[config.mk]
export PLATFORM = sky130hd
export DESIGN_NAME = mips_cpu_divider
export DESIGN_NICKNAME = d
export VERILOG_FILES = /design/src/rtl/mips_cpu_divider.sv
export SDC_FILE = /design/constraint.sdc
export NUM_CORES = 1
export LEC_CHECK = 0
export CORE_ASPECT_RATIO = 1.25
export CORE_MARGIN = 4
export CORE_UTILIZATION = 52
export CTS_CLUSTER_DIAMETER = 100
export DETAILED_ROUTE_END_ITERATION = 6
export HOLD_SLACK_MARGIN = 0.1
export PLACE_DENSITY_LB_ADDON = 0.08
export RECOVER_POWER = 100
export SYNTH_ARGS = -nofsm -noshare
export SYNTH_HDL_FRONTEND = slang
export SYNTH_SLANG_ARGS = --single-unit
[constraint.sdc]
create_clock -name clk -period 3 [get_ports clk]
set_input_delay 0.6 -clock clk [delete_from_list [all_inputs] [get_ports clk]]
set_output_delay 0.6 -clock clk [all_outputs]
set_load 0.01 [all_outputs]
[src/rtl/mips_cpu_divider.sv]
// -----------------------------------------------------------------------------
// mips_cpu_divider
//
// Multi-cycle MIPS DIV/DIVU unit. It uses a restoring shift-subtract
// algorithm that produces one quotient bit per enabled clock.
//
// Sequence, counting the accepting edge as edge 1:
//   edge 1      IDLE -> BUSY.  Operand magnitudes, sign flags and the raw
//               dividend are captured, and the step counter is cleared.
//   edges 2-33  BUSY.  32 restoring steps are performed; the last one
//               moves the FSM to FIX.
//   edge 34     FIX -> DONE.  Sign corrections are applied and hi/lo are
//               written.
//   done is high for the cycle after edge 34.  The FSM then returns to IDLE.
//
// Ports
//   clk          rising-edge clock
//   reset        asynchronous, active-low reset
//   clk_enable   1 = state may advance, 0 = all state frozen
//   start        divide request, honoured only in IDLE with clk_enable high
//   is_signed    1 = DIV (two's complement), 0 = DIVU
//   dividend     rs operand, captured on the accepting edge
//   divisor      rt operand, captured on the accepting edge
//   busy         high while an operation is in flight (BUSY/FIX/DONE)
//   done         one-cycle pulse when hi/lo hold a fresh result
//   hi           remainder (registered, held until the next result)
//   lo           quotient  (registered, held until the next result)
//   div_by_zero  optional; present only when DIV_ZERO_FLAG_EN is defined.
//                It is registered together with hi/lo.
//
// Configuration macro: DIV_ZERO_FLAG_EN
// -----------------------------------------------------------------------------
module mips_cpu_divider (
  input  logic        clk,
  input  logic        reset,
  input  logic        clk_enable,
  input  logic        start,
  input  logic        is_signed,
  input  logic [31:0] dividend,
  input  logic [31:0] divisor,
  output logic        busy,
  output logic        done,
  output logic [31:0] hi,
  output logic [31:0] lo
`ifdef DIV_ZERO_FLAG_EN
  ,
  output logic        div_by_zero
`endif
);

  typedef enum logic [1:0] {IDLE, BUSY, FIX, DONE} state_t;

  state_t      state_reg, state_next;
  logic [4:0]  cnt_reg;
  logic [31:0] rem_reg;        // partial remainder
  logic [31:0] quot_reg;       // dividend bits shift out, quotient bits shift in
  logic [31:0] dvsr_reg;       // divisor magnitude
  logic [31:0] dvnd_raw_reg;   // unmodified dividend, returned on divide-by-zero
  logic        neg_q_reg;
  logic        neg_r_reg;
  logic        dvsr_zero_reg;
  logic [31:0] hi_reg, lo_reg;

  logic        accept;
  logic        dividend_neg, divisor_neg;
  logic [31:0] dividend_mag, divisor_mag;
  logic [32:0] shifted;
  logic [32:0] trial_sub;
  logic [31:0] quot_fixed, rem_fixed;

  assign accept = clk_enable && start && (state_reg == IDLE);

  // The magnitudes wrap in 32 bits, so |0x80000000| stays 0x80000000.
  // Treated as unsigned, this is still the correct magnitude.
  assign dividend_neg = is_signed & dividend[31];
  assign divisor_neg  = is_signed & divisor[31];
  assign dividend_mag = dividend_neg ? (~dividend + 32'd1) : dividend;
  assign divisor_mag  = divisor_neg  ? (~divisor  + 32'd1) : divisor;

  // Restoring step.  The partial remainder is always smaller than the
  // divisor, so the shifted value minus the divisor is non-negative exactly
  // when bit 32 of the 33-bit difference is clear.
  assign shifted   = {rem_reg, quot_reg[31]};
  assign trial_sub = shifted - {1'b0, dvsr_reg};

  assign quot_fixed = neg_q_reg ? (~quot_reg + 32'd1) : quot_reg;
  assign rem_fixed  = neg_r_reg ? (~rem_reg  + 32'd1) : rem_reg;

  // ---------------------------------------------------------------------------
  // FSM
  // ---------------------------------------------------------------------------
  always_ff @(posedge clk or negedge reset) begin
    if (!reset) begin
      state_reg <= IDLE;
    end else begin
      state_reg <= state_next;
    end
  end

  always_comb begin
    state_next = state_reg;
    if (clk_enable) begin
      case (state_reg)
        IDLE:    if (start) state_next = BUSY;
        BUSY:    if (cnt_reg == 5'd31) state_next = FIX;
        FIX:     state_next = DONE;
        DONE:    state_next = IDLE;
        default: state_next = IDLE;
      endcase
    end
  end

  // ---------------------------------------------------------------------------
  // Datapath
  // ---------------------------------------------------------------------------
  always_ff @(posedge clk or negedge reset) begin
    if (!reset) begin
      cnt_reg       <= 5'd0;
      rem_reg       <= 32'd0;
      quot_reg      <= 32'd0;
      dvsr_reg      <= 32'd0;
      dvnd_raw_reg  <= 32'd0;
      neg_q_reg     <= 1'b0;
      neg_r_reg     <= 1'b0;
      dvsr_zero_reg <= 1'b0;
    end else if (accept) begin
      cnt_reg       <= 5'd0;
      rem_reg       <= 32'd0;
      quot_reg      <= dividend_mag;
      dvsr_reg      <= divisor_mag;
      dvnd_raw_reg  <= dividend;
      neg_q_reg     <= dividend_neg ^ divisor_neg;
      neg_r_reg     <= dividend_neg;
      dvsr_zero_reg <= (divisor == 32'd0);
    end else if (clk_enable && state_reg == BUSY) begin
      cnt_reg <= cnt_reg + 5'd1;
      if (!trial_sub[32]) begin
        rem_reg  <= trial_sub[31:0];
        quot_reg <= {quot_reg[30:0], 1'b1};
      end else begin
        rem_reg  <= shifted[31:0];
        quot_reg <= {quot_reg[30:0], 1'b0};
      end
    end
  end

  // The result registers are written only on the FIX -> DONE edge.
  always_ff @(posedge clk or negedge reset) begin
    if (!reset) begin
      hi_reg <= 32'd0;
      lo_reg <= 32'd0;
    end else if (clk_enable && state_reg == FIX) begin
      if (dvsr_zero_reg) begin
        hi_reg <= dvnd_raw_reg;
        lo_reg <= 32'hFFFF_FFFF;
      end else begin
        hi_reg <= rem_fixed;
        lo_reg <= quot_fixed;
      end
    end
  end

`ifdef DIV_ZERO_FLAG_EN
  logic div_by_zero_reg;

  always_ff @(posedge clk or negedge reset) begin
    if (!reset) begin
      div_by_zero_reg <= 1'b0;
    end else if (clk_enable && state_reg == FIX) begin
      div_by_zero_reg <= dvsr_zero_reg;
    end
  end

  assign div_by_zero = div_by_zero_reg;
`endif

  assign busy = (state_reg != IDLE);
  assign done = (state_reg == DONE);
  assign hi   = hi_reg;
  assign lo   = lo_reg;

endmodule

-- Word level (Yosys, flattened, before mapping)
Index checks and enable logic that the tools add are counted.
- eq/ne operators: 6
- bitwise logic cells: 7
- reductions and logical operators: 9
- muxes and demuxes: 17
- add/sub/neg operators: 6
- operators with widths (cell ; number):
    2-to-1 mux 32 bit ; 11
    adder 32 x 1 -> 32 bit (second input constant) ; 4
    inverter 32 bit ; 4
    subtractor 33 x 32 -> 33 bit ; 1
    logical NOT 32 bit ; 1
    2-to-1 mux 5 bit ; 2
    case mux 2 bit (4 select lines) ; 1
    adder 5 x 1 -> 5 bit (second input constant) ; 1
    == test 5 bit (second input constant) ; 1
    == test 2 bit (second input constant) ; 2
    logical AND 1 bit ; 4
    2-to-1 mux 2 bit ; 2
    inequality test 2 bit (second input constant) ; 2
    nonzero test 2 bit ; 2
    AND reduction 3 bit ; 1
    bitwise AND 1 bit ; 2
    == test 2 x 1 -> 1 bit (second input constant) ; 1
    logical NOT 2 bit ; 1
    2-to-1 mux 1 bit ; 1
    bitwise XOR 1 bit ; 1
- logic and storage cells: 56
- register bits after elaboration: 202

-- Logic depth before layout (Yosys ltp)
Gate-level depths: netlist of run 1.
- depth after elaboration: 4
- depth in mapped cells: 14
- gate-level depth less buffers: 12

-- Worst setup path before layout of run 1
OpenSTA, ideal clock, no wires.
- kind: register to register
- start: reg rem_reg[8]
- end: reg rem_reg[20]
- cell stages (with the launch flop): 13
- clock period less this slack: 3.058 ns
- path slack: -0.058 ns
- setup time: 0.133 ns
- arrival: 2.925 ns
- path buffers: 2
- cell sequence: dfrtp_1 ha_1 a21oi_1 nand2b_1 or4b_1 o21ai_1 a21oi_1 o221ai_2 xnor2_1 buf_4 buf_2 mux2i_1 o21ai_0
- cells in the longest elaborated chain, start to end: 4
- RTL lines (what ; RTL line ; RTL):
    from (decl) ; 55 ; logic [31:0] rem_reg;
    from (signal assigned) ; 138 ; rem_reg <= trial_sub[31:0];
    from (signal assigned) ; 141 ; rem_reg <= shifted[31:0];
    subtractor 33 x 32 -> 33 bit ; 84 ; assign trial_sub = shifted - {1'b0, dvsr_reg};
    2-to-1 mux 32 bit ; 137 ; if (!trial_sub[32]) begin
    2-to-1 mux 32 bit ; 135 ; end else if (clk_enable && state_reg == BUSY) begin
    2-to-1 mux 32 bit ; 126 ; end else if (accept) begin
Every way passes these cells. The select of a mux whose other input is x is not followed.
A chain may end at the register's enable or synchronous reset.

-- Worst setup path in the final report of run 1
- start: reg rem_reg[0]
- end: reg hi_reg[29] (netlist: hi[29])
- cells in the longest elaborated chain, start to end: 4
- RTL lines (what ; RTL line ; RTL):
    inverter 32 bit ; 87 ; assign rem_fixed = neg_r_reg ? (~rem_reg + 32'd1) : rem_reg;
    adder 32 x 1 -> 32 bit ; 87 ;
    2-to-1 mux 32 bit ; 87 ;
    2-to-1 mux 32 bit ; 153 ; if (dvsr_zero_reg) begin
    to (signal assigned) ; 154 ; hi_reg <= dvnd_raw_reg;
    to (signal assigned) ; 157 ; hi_reg <= rem_fixed;
    to (decl) ; 62 ; logic [31:0] hi_reg, lo_reg;
Every way passes these cells.

==> impl_metrics.csv, run 1 <==
group,metric,value,unit
run_status,status,"complete, but fails checks",
pwr,design_power_total,18.9,mW
floorplanning,rows,63,
pwr,clockPowerShare,16.3,%
flow_run,drv_cap,1,
clock_network,hold_buffers,0,
timing,slew-limit-headroom,-44.4,%
place,dpl.hpwl,25900,um
setup_path,ff2ff_setup_slack,0.02,ns
setup_path,worstRegToRegCells,10,
logic_synthesis,ys_async_sr_fraction,100,%
drt,dr.pass1.iters,5,
finish,drive_above_1_share,12.7,%
pwr,p_sw,7.88,mW
logic_synthesis,syn_area,12800,um^2
finish,diodes,0,
clock_network,ctsHtreeMaxLevel,1,
setup_path,crit_fanout,4,
pwr,pwr-share-seq,26.1,%
timing,setup_slack,0.0216,ns
floorplanning,initial_utilization,53.4,%
pwr,internal_power,11.0,mW
finish,fillerInstances,2006,
timing,fin_crit_sh,99.3,%
pwr,p_leak,7.27,nW
floorplanning,core,24000,um^2
timing,rsz0062_at_grt,"true",
pwr,pwr-share-comb,57.7,%
grt,antenna_found_initial,0,
timing,finalHoldViolCount,0,
logic_synthesis,synth_ff_type,"dfrtp_1",
clock_network,path_clk_slew,0.07,ns
pwr,vdd_drop_max,551,uV
pwr,swShare,41.7,%
finish,fin_nets,1853,
setup_path,worstPathRequired,3.43,ns
clock_network,numCtsBuffers,23,
timing,finalSetupTns,0,ns
logic_synthesis,synth_cells,1524,
setup_path,crit_type,"reg -> reg",
drt,wire_per_inst,16.6,um
clock_network,cts_tree,"yes",
clock_network,clk-insertion-delay-late,0.52,ns
run_status,violations,"max-capacitance violations, max-slew violations",
finish,fin_util,68.3,%
logic_synthesis,syn_avg_cell_area,8.40,um^2
timing,skew,0.0156,ns
drt,vias,11468,
grt,grt_pass1_vias,11259,
logic_synthesis,seq_area_frac_synth,39.5,%
logic_synthesis,ys_types,70,
drt,drc,0,
setup_path,rr_startpoint,"rem_reg[0]",
clock_network,cts_root_buf,"clkbuf_16",
logic_synthesis,yosysWarnings,0,
setup_path,start_kind,"flip-flop",
logic_synthesis,ys_ff_latch,202,
drt,routed_wl,34600,um
grt,grt_pass1_wl,55900,um
logic_synthesis,synth_edf_count,0,
floorplanning,die_h,183,um
grt,grt-ovfl-total,0,
grt,grt_max_degree,96,
timing,fmax,0.336,GHz
drt,postRouteAntennaNets,0,
place,gp_congestion,0.871,
min_path,hold_start,"dvsr_reg[10]",
setup_path,regToRegEndpoint,"hi[29]",
timing,finalSetupViolCount,0,
place,pre_cts_ws,-0.189,ns
place,port_buffers,134,
timing,finalMaxSlewViolations,90,
floorplanning,die_area,27200,um^2
pwr,p_per_area,1150,nW/um^2
floorplanning,fp.dieW,148,um
logic_synthesis,syn_nets,1637,
min_path,hold_path_depth,2,
grt,gr-usage-all-layers,25.0,%
clock_network,clk_path_buf_depth,3,
min_path,whs_endpoint,"dvsr_reg[10]",
timing,tightest_slew,2.17,ns
floorplanning,ios,135,
finish,syn2layout_area_growth,28.0,%
min_path,min_path_type,"reg -> reg",
timing,min_period,2.98,ns
clock_network,clock_sinks,202,
drt,avgViaCountPerCell,5.51,
drt,drtIter0Drc,570,
setup_path,endpoint_kind,"flip-flop",
setup_path,critPathArrivalTime,3.41,ns
[metrics by stage]
| stage | instance area (um^2) | std cells | hold WS [ns] |
|---|---|---|---|
| 2_1_floorplan | 12800 | 1524 | 0.304 |
| 3_3_place_gp | 15300 | 2027 | 0.459 |
| 3_5_place_dp | 15300 | 2027 | 0.463 |
| 4_1_cts | 16300 | 2077 | 0.169 |
| 5_1_grt | 16400 | 2082 | 0.492 |
| 6_report | 16400 | 2082 | 0.478 |
[cells by family (layout without fill, tap and decap cells)]
group                    count (synthesis)  in the layout  share of synthesized area (%)
AO/OA/AOI/OAI                          391            391                           18.0
XOR/XNOR                               147            147                           10.1
adder cells (fa/ha/maj)                 44             44                           4.36
buffers and inverters                  135            368                           4.10
flip-flops                             202            202                           39.5
multiplexers                            68             68                           5.33
AND/OR/NAND/NOR                        537            537                           18.6
[critical path, cell delays in order, from the launching register on]
cell and delay (ns):
dfrtp_2 0.43, buf_6 0.12, or4_4 0.54, nor4_4 0.23, nand2_2 0.12, or3_4 0.36, or4_4 0.46, o41ai_4 0.24
xnor2_1 0.15, mux2i_1 0.08, o21ai_1 0.15
[power groups by stage]
stage | logic, mW | registers, mW | clock network [mW]
finish | 10.9 | 4.92 | 3.07
global route | 12.1 | 5.10 | 3.23
CTS | 10.6 | 4.91 | 3.12
detailed placement | 10.1 | 4.93 | 0
global placement | 9.87 | 4.89 | 0
floorplan | 6.47 | 4.90 | 0
[layout by cell type (no fill, tap or decap), types with 5 or more instances in the layout]
| master | count |
|---|---|
| clkbuf_16 | 23 |
| mux2i_1 | 62 |
| nand3_1 | 25 |
| xnor2_1 | 59 |
| or4_1 | 12 |
| a31oi_1 | 6 |
| a211oi_1 | 6 |
| nand2b_1 | 8 |
| inv_1 | 55 |
| a21o_1 | 10 |
| clkinv_2 | 6 |
| o21ai_0 | 139 |
| clkdlybuf4s50_1 | 132 |
| nand4_1 | 7 |
| o21a_1 | 5 |
| ha_1 | 41 |
| o21ai_1 | 30 |
| o41ai_1 | 16 |
| nand2_1 | 280 |
| a22o_1 | 6 |
| and2_1 | 10 |
| buf_4 | 120 |
| nor2_1 | 116 |
| o31ai_1 | 22 |
| or3_1 | 7 |
| xor2_1 | 86 |
| nor3_1 | 20 |
| and3_1 | 8 |
| a21oi_1 | 108 |
| nor4_1 | 9 |
| bufinv_16 | 5 |
| nor2b_1 | 8 |
| dfrtp_1 | 200 |
| mux2i_2 | 5 |
[timing repair]
item                       in CTS  in global routing
gates cloned                    3                  0
pin swaps                       8                 13
setup buffers                   5                  5
setup endpoints to repair      32                 38
resized for setup              16                 45
[layout make-up]
| type | instances | area, um^2 | area share [%] |
|---|---|---|---|
| timing repair buffer | 270 | 2470 | 15.1 |
| clock inverter | 17 | 229 | 1.40 |
| multi-input combinational | 1187 | 7400 | 45.2 |
| tap | 325 | 407 | 2.48 |
| sequential | 202 | 5060 | 30.9 |
| inverter | 56 | 210 | 1.28 |
| clock buffer | 25 | 603 | 3.68 |
[per-layer routing]
metal  global-route usage (%)  wire, um  share of wire [%]
met1                     30.2     14000                 41
met2                     47.1     18200                 53
met3                     2.60      1620                4.7
met4                     7.17       754                2.2
met5                        0         0                  0
[worst max path at each step]
stage	depth (start not counted)	slack, ns	endpoint	startpoint
CTS	14	-0.01	rem_reg[30]	dvsr_reg[0]
detailed placement	12	-0.19	rem_reg[12]	rem_reg[8]
finish	10	0.02	hi[29]	rem_reg[0]
global route	15	-0.18	rem_reg[5]	rem_reg[0]
global placement	12	-0.09	rem_reg[10]	rem_reg[8]
floorplan	12	0.01	rem_reg[26]	rem_reg[8]
[cells in the mapped netlist, types with 3 or more instances]
library cell	count	area, um^2
o21ai_0	166	831
a31oi_1	6	37.5
clkbuf_1	61	229
inv_1	56	210
nand4_1	7	43.8
or2_2	3	18.8
buf_1	10	37.5
o21ai_1	4	20.0
and3_1	9	56.3
a211oi_1	8	60.1
a21boi_0	4	30.0
o41ai_1	17	149
o221ai_1	4	35.0
buf_2	5	25.0
xor2_1	87	762
mux2i_1	67	671
nand2b_1	9	56.3
nor3_1	20	100
and2_1	11	68.8
xnor2_1	60	526
or4_1	13	97.6
nor4_1	9	56.3
nand2_1	281	1050
a21oi_1	110	551
nor2b_1	8	50.1
or3_1	7	43.8
nor2_1	118	443
nand3_1	26	130
a21o_1	10	75.1
o21a_1	5	37.5
buf_4	3	22.5
o31ai_1	22	165
a32oi_1	4	35.0
a22o_1	6	52.6
dfrtp_1	202	5050
ha_1	43	538
Power figures use the tool's default switching activity.
==> inputs of run 2 (changes only) <==
--- a/config.mk
+++ b/config.mk
@@ -13,6 +13,7 @@
 export HOLD_SLACK_MARGIN = 0.1
 export PLACE_DENSITY_LB_ADDON = 0.08
 export RECOVER_POWER = 100
+export SLEW_MARGIN = 20
 export SYNTH_ARGS = -nofsm -noshare
 export SYNTH_HDL_FRONTEND = slang
 export SYNTH_SLANG_ARGS = --single-unit
==> results of run 2 <==
No change in the layout: final DEF, timing and power equal those of run 1.
==> inputs of run 3 (changes only) <==
==> constraint.sdc (replaced) <==
create_clock -name clk -period 2.4 [get_ports clk]
set_input_delay 0.48 -clock clk [delete_from_list [all_inputs] [get_ports clk]]
set_output_delay 0.48 -clock clk [all_outputs]
set_load 0.01 [all_outputs]
==> run 3 against run 2 <==
The flow finishes with violations (max-capacitance violations, max-slew violations, negative setup slack). Sequential cell count is the same. Sequential power grew 23%. Final cell count increased by 8.2%. Clock power grew 4%. Register-to-register slack got worse by 0.61 ns. Maximum frequency fell by 0.49%. Combinational power grew 50%. Critical path depth grew 5. Die area unchanged. Wire length is 8.1% higher. Clock skew grew 0.0043 ns. Clock-buffer cell count up 5. Largest cell class unchanged. Highest routed layer unchanged.
==> impl_metrics.csv, run 3 (synthesis gave the netlist of run 1 again) <==
group,metric,value,unit
run_status,status,"complete, but fails checks",
run_status,violations,"max-capacitance violations, max-slew violations, negative setup slack",
grt,grt-ovfl-total,0,
floorplanning,die_h,183,um
pwr,vdd_drop_max,602,uV
clock_network,numCtsBuffers,23,
floorplanning,initial_utilization,53.4,%
timing,min_period,2.99,ns
finish,final_cell_mix,"nand2_1, buf_4, dfrtp_1",
place,port_buffers,134,
place,dpl.hpwl,27800,um
finish,syn2layout_area_growth,40.6,%
pwr,p_leak,8.20,nW
drt,wire_per_inst,16.6,um
place,gp_congestion,0.908,
setup_path,crit_fanout,7,
drt,dr.pass1.iters,7,
timing,skew,0.0199,ns
drt,avgViaCountPerCell,5.46,
timing,finalSetupViolCount,59,
timing,finalHoldViolCount,0,
timing,fin_crit_sh,125,%
grt,antenna_found_initial,0,
floorplanning,fp.dieW,148,um
drt,postRouteAntennaNets,0,
clock_network,clock_sinks,202,
finish,drive_above_1_share,22.7,%
timing,rsz0062_at_grt,"true",
finish,fin_util,75.1,%
timing,tightest_slew,1.74,ns
setup_path,endpoint_kind,"flip-flop",
floorplanning,ios,135,
floorplanning,die_area,27200,um^2
min_path,min_path_type,"reg -> reg",
finish,mostFrequentLayoutCell,"nand2_1",
place,placed_cells,2188,
grt,grt_pass1_wl,59600,um
timing,finalSetupTns,-22.52,ns
clock_network,ctsHtreeMaxLevel,1,
timing,slew-limit-headroom,-16.0,%
grt,grt_max_degree,78,
floorplanning,rows,63,
setup_path,critPathArrivalTime,3.40,ns
grt,grt_pass1_vias,12260,
drt,drtIter0Drc,538,
timing,setup_slack,-0.593,ns
timing,hold-worst-slack,0.468,ns
drt,vias,12285,
setup_path,worstPathRequired,2.81,ns
place,pre_cts_ws,-0.580,ns
drt,routed_wl,37400,um
finish,finalNonFillerCells,2252,
clock_network,path_clk_slew,0.06,ns
clock_network,cts_root_buf,"clkbuf_16",
timing,fmax,0.334,GHz
drt,drc,0,
setup_path,start_kind,"flip-flop",
pwr,p_per_area,1430,nW/um^2
finish,fin_nets,2029,
finish,diodes,0,
flow_run,drv_cap,1,
floorplanning,core,24000,um^2
clock_network,clk-insertion-delay-late,0.53,ns
setup_path,crit_type,"reg -> reg",
timing,finalMaxSlewViolations,64,
clock_network,cts_tree,"yes",
clock_network,clk_path_buf_depth,3,
grt,gr-usage-all-layers,26.6,%
run 3: changes by cell type in the layout (fill, tap and decap cells not counted), moves of 10 or more:
cell,previous run,this run
buf_4,120,264
dlygate4sd3_1,1,66
clkdlybuf4s50_1,132,68
o21ai_0,139,117
o21ai_1,30,46
buf_6,4,15
a21oi_1,108,98
clkbuf_1,1,11
run 3: metal layers:
layer  up-vias  GRT usage, %  wire length, um
met5         -             0                0
met4         0          9.72             1330
met2       273          50.4            19900
li1       6082             -                -
met3        77          2.99             1570
met1      5853          30.7            14600
run 3: critical path, stage by stage (launching register included):
cell,delay [ns]
dfrtp_1,0.38
inv_2,0.07
ha_4,0.16
fa_2,0.35
nand2b_4,0.15
a21o_1,0.20
a211oi_4,0.29
o21ai_4,0.11
a21oi_4,0.19
o221ai_4,0.13
buf_4,0.15
buf_6,0.11
xor2_4,0.16
buf_12,0.16
a32oi_1,0.16
o31ai_1,0.09
run 3: through the flow:
stage / power [mW] / area (um^2)
floorplan: 14.5 / 13000
global placement: 20.3 / 16700
detailed placement: 20.8 / 16700
CTS: 24.9 / 17700
global route: 27.6 / 18000
finish: 25.6 / 18000
run 3: layout make-up:
type / count / area [um^2]
tap: 325 / 407
inverter: 56 / 210
sequential: 202 / 5060
multi-input combinational: 1187 / 7820
clock inverter: 6 / 40.0
clock buffer: 30 / 622
timing repair buffer: 446 / 3830
fill: 1796 / 5970
run 3: worst paths after layout:
kind                       slack (ns)          from       endpoint  depth (start not counted)
setup / recovery                -0.59  quot_reg[31]    rem_reg[23]                         15
hold / removal                   0.47         lo[0]          lo[0]                          2
hold reg to reg                  0.47         lo[0]          lo[0]                          2
max in group asynchronous        0.22         reset  dvsr_zero_reg                          3
setup reg to reg                -0.59  quot_reg[31]    rem_reg[23]                         15
min in group asynchronous        0.96         reset         lo[13]                          2
run 3: repair_timing:
item	CTS	global route
hold buffers	1	0
buffers inserted	14	12
pin swaps	23	40
gates resized for setup	72	79
hold endpoints to repair	55	0
gates cloned	1	2
setup endpoints to repair	58	69
run 3: power by group:
part / internal, mW / switching (mW) / total [mW] / leakage (nW)
registers: 4.89 / 1.14 / 6.04 / 2.56
logic: 8.09 / 8.32 / 16.4 / 5.31
clock network: 1.81 / 1.39 / 3.20 / 0.324
total: 14.8 / 10.9 / 25.6 / 8.20
